<file path="src/rtl/opl_timer_bank.sv">
// rtl/opl_timer_bank.sv - OPL-style prescaled timer bank with flags/IRQ; optional poll detect under OPL_TIMER_POLL_FORCE_EN
module opl_timer_bank #(
    parameter int NTIMERS     = 2,
    parameter int RES_BASE    = 79,
    parameter int PRESET_BASE = 2,
    parameter int CTRL_INDEX  = 4,
    parameter int POLL_COUNT  = 21,
    parameter int POLL_WINDOW = 100000
) (
    input  logic               clk,
    input  logic               rst_n,
    input  logic               ce_1us,
    input  logic               wr,
    input  logic [8:0]         wr_index,
    input  logic [7:0]         wr_data,
    input  logic               status_rd,
    output logic [7:0]         status,
    output logic               irq_n,
    output logic [NTIMERS-1:0] timer_pulse
);

    logic [7:0]         preset [NTIMERS];
    logic [NTIMERS-1:0] mask;
    logic [NTIMERS-1:0] start;
    logic [NTIMERS-1:0] flag;
    logic [NTIMERS-1:0] wrap;
    logic [NTIMERS-1:0] poll_set;
    logic [NTIMERS-1:0] flag_set;
    logic [2:0]         flag3;
    logic               ctrl_wr;
    logic               flag_clear;

    assign ctrl_wr    = wr && (wr_index == 9'(CTRL_INDEX));
    assign flag_clear = ctrl_wr && wr_data[7];

    // Register file: presets, plus mask/start from non-clearing control writes
    always_ff @(posedge clk) begin
        if (!rst_n) begin
            for (int i = 0; i < NTIMERS; i++) begin
                preset[i] <= 8'd0;
            end
            mask  <= '0;
            start <= '0;
        end else begin
            for (int i = 0; i < NTIMERS; i++) begin
                if (wr && (wr_index == 9'(PRESET_BASE + i))) begin
                    preset[i] <= wr_data;
                end
                if (ctrl_wr && !wr_data[7]) begin
                    mask[i]  <= wr_data[6 - i];
                    start[i] <= wr_data[i];
                end
            end
        end
    end

    for (genvar i = 0; i < NTIMERS; i++) begin : g_timer
        // Each timer's prescaler is four times longer than the previous one
        localparam logic [31:0] RELOAD = 32'(((RES_BASE + 1) << (2 * i)) - 1);

        logic [7:0]  counter;
        logic [31:0] prescaler;

        assign wrap[i] = start[i] && ce_1us && (prescaler == 32'd0) && (counter == 8'hFF);

        // Stopped timers shadow the preset, so a start always begins from it
        always_ff @(posedge clk) begin
            if (!rst_n) begin
                counter   <= 8'd0;
                prescaler <= RELOAD;
            end else if (!start[i]) begin
                counter   <= preset[i];
                prescaler <= RELOAD;
            end else if (ce_1us) begin
                if (prescaler == 32'd0) begin
                    prescaler <= RELOAD;
                    counter   <= (counter == 8'hFF) ? preset[i] : counter + 8'd1;
                end else begin
                    prescaler <= prescaler - 32'd1;
                end
            end
        end
    end

    assign flag_set = (wrap & ~mask) | poll_set;

    // Overflow pulses and sticky flags; a set in the same cycle beats a clear
    always_ff @(posedge clk) begin
        if (!rst_n) begin
            flag        <= '0;
            timer_pulse <= '0;
        end else begin
            timer_pulse <= wrap;
            flag        <= (flag & ~{NTIMERS{flag_clear}}) | flag_set;
        end
    end

`ifdef OPL_TIMER_POLL_FORCE_EN
    logic [31:0] rd_count;
    logic [31:0] window;
    logic        poll_fire;

    assign poll_fire = status_rd && !ctrl_wr && (rd_count == 32'(POLL_COUNT - 1));
    assign poll_set  = poll_fire ? ~mask : '0;

    // Poll detector: counts status reads that arrive within a tick window of each other
    always_ff @(posedge clk) begin
        if (!rst_n) begin
            rd_count <= 32'd0;
            window   <= 32'd0;
        end else if (ctrl_wr) begin
            rd_count <= 32'd0;
            window   <= 32'd0;
        end else if (status_rd) begin
            window <= 32'd0;
            if (rd_count != 32'(POLL_COUNT)) begin
                rd_count <= rd_count + 32'd1;
            end
        end else if (ce_1us) begin
            if (window == 32'(POLL_WINDOW - 1)) begin
                window   <= 32'd0;
                rd_count <= 32'd0;
            end else begin
                window <= window + 32'd1;
            end
        end
    end
`else
    logic unused_poll;

    assign poll_set    = '0;
    assign unused_poll = ^{status_rd, POLL_COUNT[0], POLL_WINDOW[0]};
`endif

    // Spread flags into fixed status positions; absent timers read zero
    always_comb begin
        flag3 = 3'd0;
        for (int i = 0; i < NTIMERS; i++) begin
            flag3[i] = flag[i];
        end
    end

    assign status = {|flag, flag3[0], flag3[1], flag3[2], 4'd0};
    assign irq_n  = ~|flag;

endmodule

</file>
<file path="config.mk">
export PLATFORM = sky130hd
export DESIGN_NAME = opl_timer_bank
export DESIGN_NICKNAME = d
export VERILOG_FILES = /design/src/rtl/opl_timer_bank.sv
export SDC_FILE = /design/constraint.sdc
export NUM_CORES = 1
export LEC_CHECK = 0
export BUFFER_PORTS_ARGS = -buffer_cell sky130_fd_sc_hd__buf_4
export CAP_MARGIN = 20
export CORE_MARGIN = 1
export CORE_UTILIZATION = 60
export CTS_CLUSTER_DIAMETER = 40
export DETAILED_ROUTE_END_ITERATION = 12
export GPL_TIMING_DRIVEN = 0
export PLACE_DENSITY = 0.79
export SYNTH_ARGS = -nofsm -noshare
export SYNTH_HDL_FRONTEND = slang
export SYNTH_SLANG_ARGS = --single-unit
</file>
<file path="constraint.sdc">
create_clock -name clk -period 2.45 [get_ports clk]
set_input_delay 0.3675 -clock clk [delete_from_list [all_inputs] [get_ports clk]]
set_output_delay 0.3675 -clock clk [all_outputs]
set_load 0.01 [all_outputs]
</file>
==> impl_results.md <==
- Area fraction of the dominant cell type after synthesis: 35.4%
- Leak: 2.08 nW
- Dominant cell type by area after synthesis: dfxtp_1
- Longest Clk Path Bufs: 2
- Number of global-route vias before repair: approximately 3,900
- CTS root buf: clkbuf_8
- Setup TNS: 0 ps
- Worst-path clk slew: roughly 90 ps
- Final Wtd Congestion: 0.862
- Endpoints failing hold: 0
- Synth top cells by count: dfxtp_1, nor2_1, xnor2_1
- Port Buffers: 25
- Largest cells by area after synthesis: dfxtp_1, edfxtp_1, xnor2_1
- Gate Count Post-Synth: 556
- Register area share after synthesis: a little under half
- Main flop type after synthesis: dfxtp_1
- Startpoint Class: flip-flop
- WL final: 10,700 um
- Psw: 0.000656 W
- R2R setup slack: 80 ps
- Reg-to-Reg Start: g_timer[0].prescaler[27]
- Critical path arrival: about 2600 ps
- Async S/R FF share, synth: 0%
- Sw frac: 21.6%
- WL met1: around 4800 um
- Largest net degree at the start of global routing: 17
- Iteration-0 DRC Markers: 181
- Tot Pwr: 0.00304 W
- Met3 wire length: 483 um
- Clk sink count: roughly 100
- Layout cell share with drive strength beyond 1: between 10% and 20%
- Hold Path Class: primary input to flip-flop
- Post-route cell area: roughly 5600 sq um
- Fin crit period: roughly 2400 ps
- Reg2reg path depth: 7
- Reg-to-reg critical path endpoint: g_timer[0].prescaler[21]
- Boundary Pins: 33
- Post-DRT Antenna Nets: 0
- Die height: 93.1 um
- Peak VDD IR: 0.391 mV
- N_diodes: 0
- Logic gate share of total power: 3.4%
- Hold_sp: wr_data[1]
- Hold Path End: start[1]
- Tcrit/Tclk final: 96.8%
- DR WL/cell: 15.1 um
- Power per cell area: 538 nW/um^2
- Gr ovfl total: 0
- CTS buffer count: 9
- CTS H-tree lvls: 3
- Ys Warns: 0
- Max Used Layer: met4
- Achievable Freq: around 420 MHz
- Final slew viol count: 0
- Cell Count, Final, Fillers Out: 710
- CP max FO: 10
- Drt pass-1 iters: 5
- Cell Area, Synth: 4980 sq um
- Syn_area_per_cell: 8.95 sq um
- Clock skew: 9.08 ps
- Die X: 93.1 um
- Slew @ Worst Pin: between 800 and 900 ps
- Outcome: finished, final reports clean
- Worst-Skew Late Latency: ~360 ps
- # setup viols final: 0
- Flop and latch count out of synthesis: 104
- P_int: 0.00238 W
- DP Cell Count: around 700
- Antenna violations before repair: 0
- Via count: 4,148
- Crit path capture type: flip-flop
- Maxcap violations: 0
- DR vias/cell: 5.84
- Post-route setup slack: 78.0 ps
- Crit Path Class: flip-flop to flip-flop
- Final #Nets: 629
- Global-route usage over all layers: 25.7%
- Num rows: 32
- Placement Cell Area: 5310 sq um
- Initial Util: 63.1%
- DIE AREA: 8660 sq um
- WP data required: 2710 ps
- Hold depth: 3
- Layout area overhead: 13.5%
- Core box area: 7890 sq um
- Distinct cells, synth: 63
- Clock network fraction of design power: 37.9%
- Pre-CTS setup slack: -344 ps
- CTS tree: yes
- Post-CTS Hold Buffers: 0
- DRC Markers: 0
- Sequential fraction of design power: 58.7%
- DP HPWL: 7440 um
- Post-synth EDFFs: 16
- Top-count cell post-synth: dfxtp_1
- Slew HR: 44.4%
- First-pass GRT wire length: between 15,000 and 20,000 um
- Met2 routed WL: 5260 um
==> timing repair <==
| action | in CTS | in global routing |
|---|---|---|
| setup endpoints to repair | 44 | 60 |
| pin swaps | 1 | 3 |
| buffers inserted | 3 | 1 |
| resized for setup | 4 | 12 |
| endpoints found under the hold margin | 0 | 0 |
==> stage by stage <==
step	hold WS (ps)	utilization, %
5_1_grt	260	71.6
3_3_place_gp	449	67.3
3_5_place_dp	454	67.3
6_report	252	71.6
4_1_cts	243	70.5
2_1_floorplan	421	-
==> cells by family after synthesis <==
logic type	synth area share, %
compound gates	9.88
xor+xnor	10.2
fa+ha+maj	1.01
buf+inv	4.20
flops	45.1
mux	1.43
other cells	0.0754
simple gates	28.1
==> registers in the layout, indices dropped and copies added (netlist names) <==
signal             cells
mask                   2
g_timer.counter       16
timer_pulse            2
preset                16
g_timer.prescaler     64
flag                   2
start                  2
==> worst max-delay path, stage by stage, from the launching register on <==
cell and delay [ps]:
dfxtp_1 360, or4_4 550, or4_4 570, nor3_4 280
or2_1 170, buf_6 140, buf_6 140, nor2_1 50
==> power by group through the flow <==
stage | Sequential (W) | Combinational [W] | Clock, W
after global placement | 0.00182 | 0.0000968 | 0
after floorplan | 0.00181 | 0.0000622 | 0
after detailed placement | 0.00182 | 0.000101 | 0
after CTS | 0.00178 | 0.000102 | 0.00118
final | 0.00178 | 0.000105 | 0.00115
after global routing | 0.00179 | 0.000116 | 0.00124
==> routing by layer <==
metal,global-route usage [%],vias to the layer above
met3,5.12,12
li1,-,2066
met5,0,-
met2,43.0,103
met1,33.2,1967
met4,8.33,0
==> layout make-up <==
type                    count  area (sq um)
plain buffers              24           138
clock buffers              10           128
clock inverters             6          83.8
fillers                   615          2240
inverters                  19          71.3
multi-input cells         413          2620
flip-flops and latches    104          2240
well taps                 102           128
repair buffers             32           233
==> placed cells by master (no fill, tap or decap), types with 17 or more instances in the layout <==
cell	count
dfxtp_1	88
inv_1	19
nor4_1	23
nor3_1	27
nand2_1	37
xnor2_1	42
a21oi_1	17
nor2_1	79
nand3_1	23
buf_4	34
==> worst max path at each step <==
| stage | startpoint | end | slack, ps | cells past startpoint |
|---|---|---|---|---|
| after floorplan | g_timer[0].prescaler[20] | g_timer[0].counter[4] | 190 | 5 |
| after global placement | wr_index[4] | preset[0][1] | -210 | 5 |
| after detailed placement | wr_index[4] | preset[0][6] | -340 | 5 |
| after CTS | g_timer[1].prescaler[15] | g_timer[1].prescaler[21] | 20 | 7 |
| after global routing | g_timer[0].prescaler[3] | g_timer[0].prescaler[29] | -20 | 8 |
| final | g_timer[0].prescaler[27] | g_timer[0].prescaler[21] | 80 | 7 |
Power figures use the tool's default switching activity.
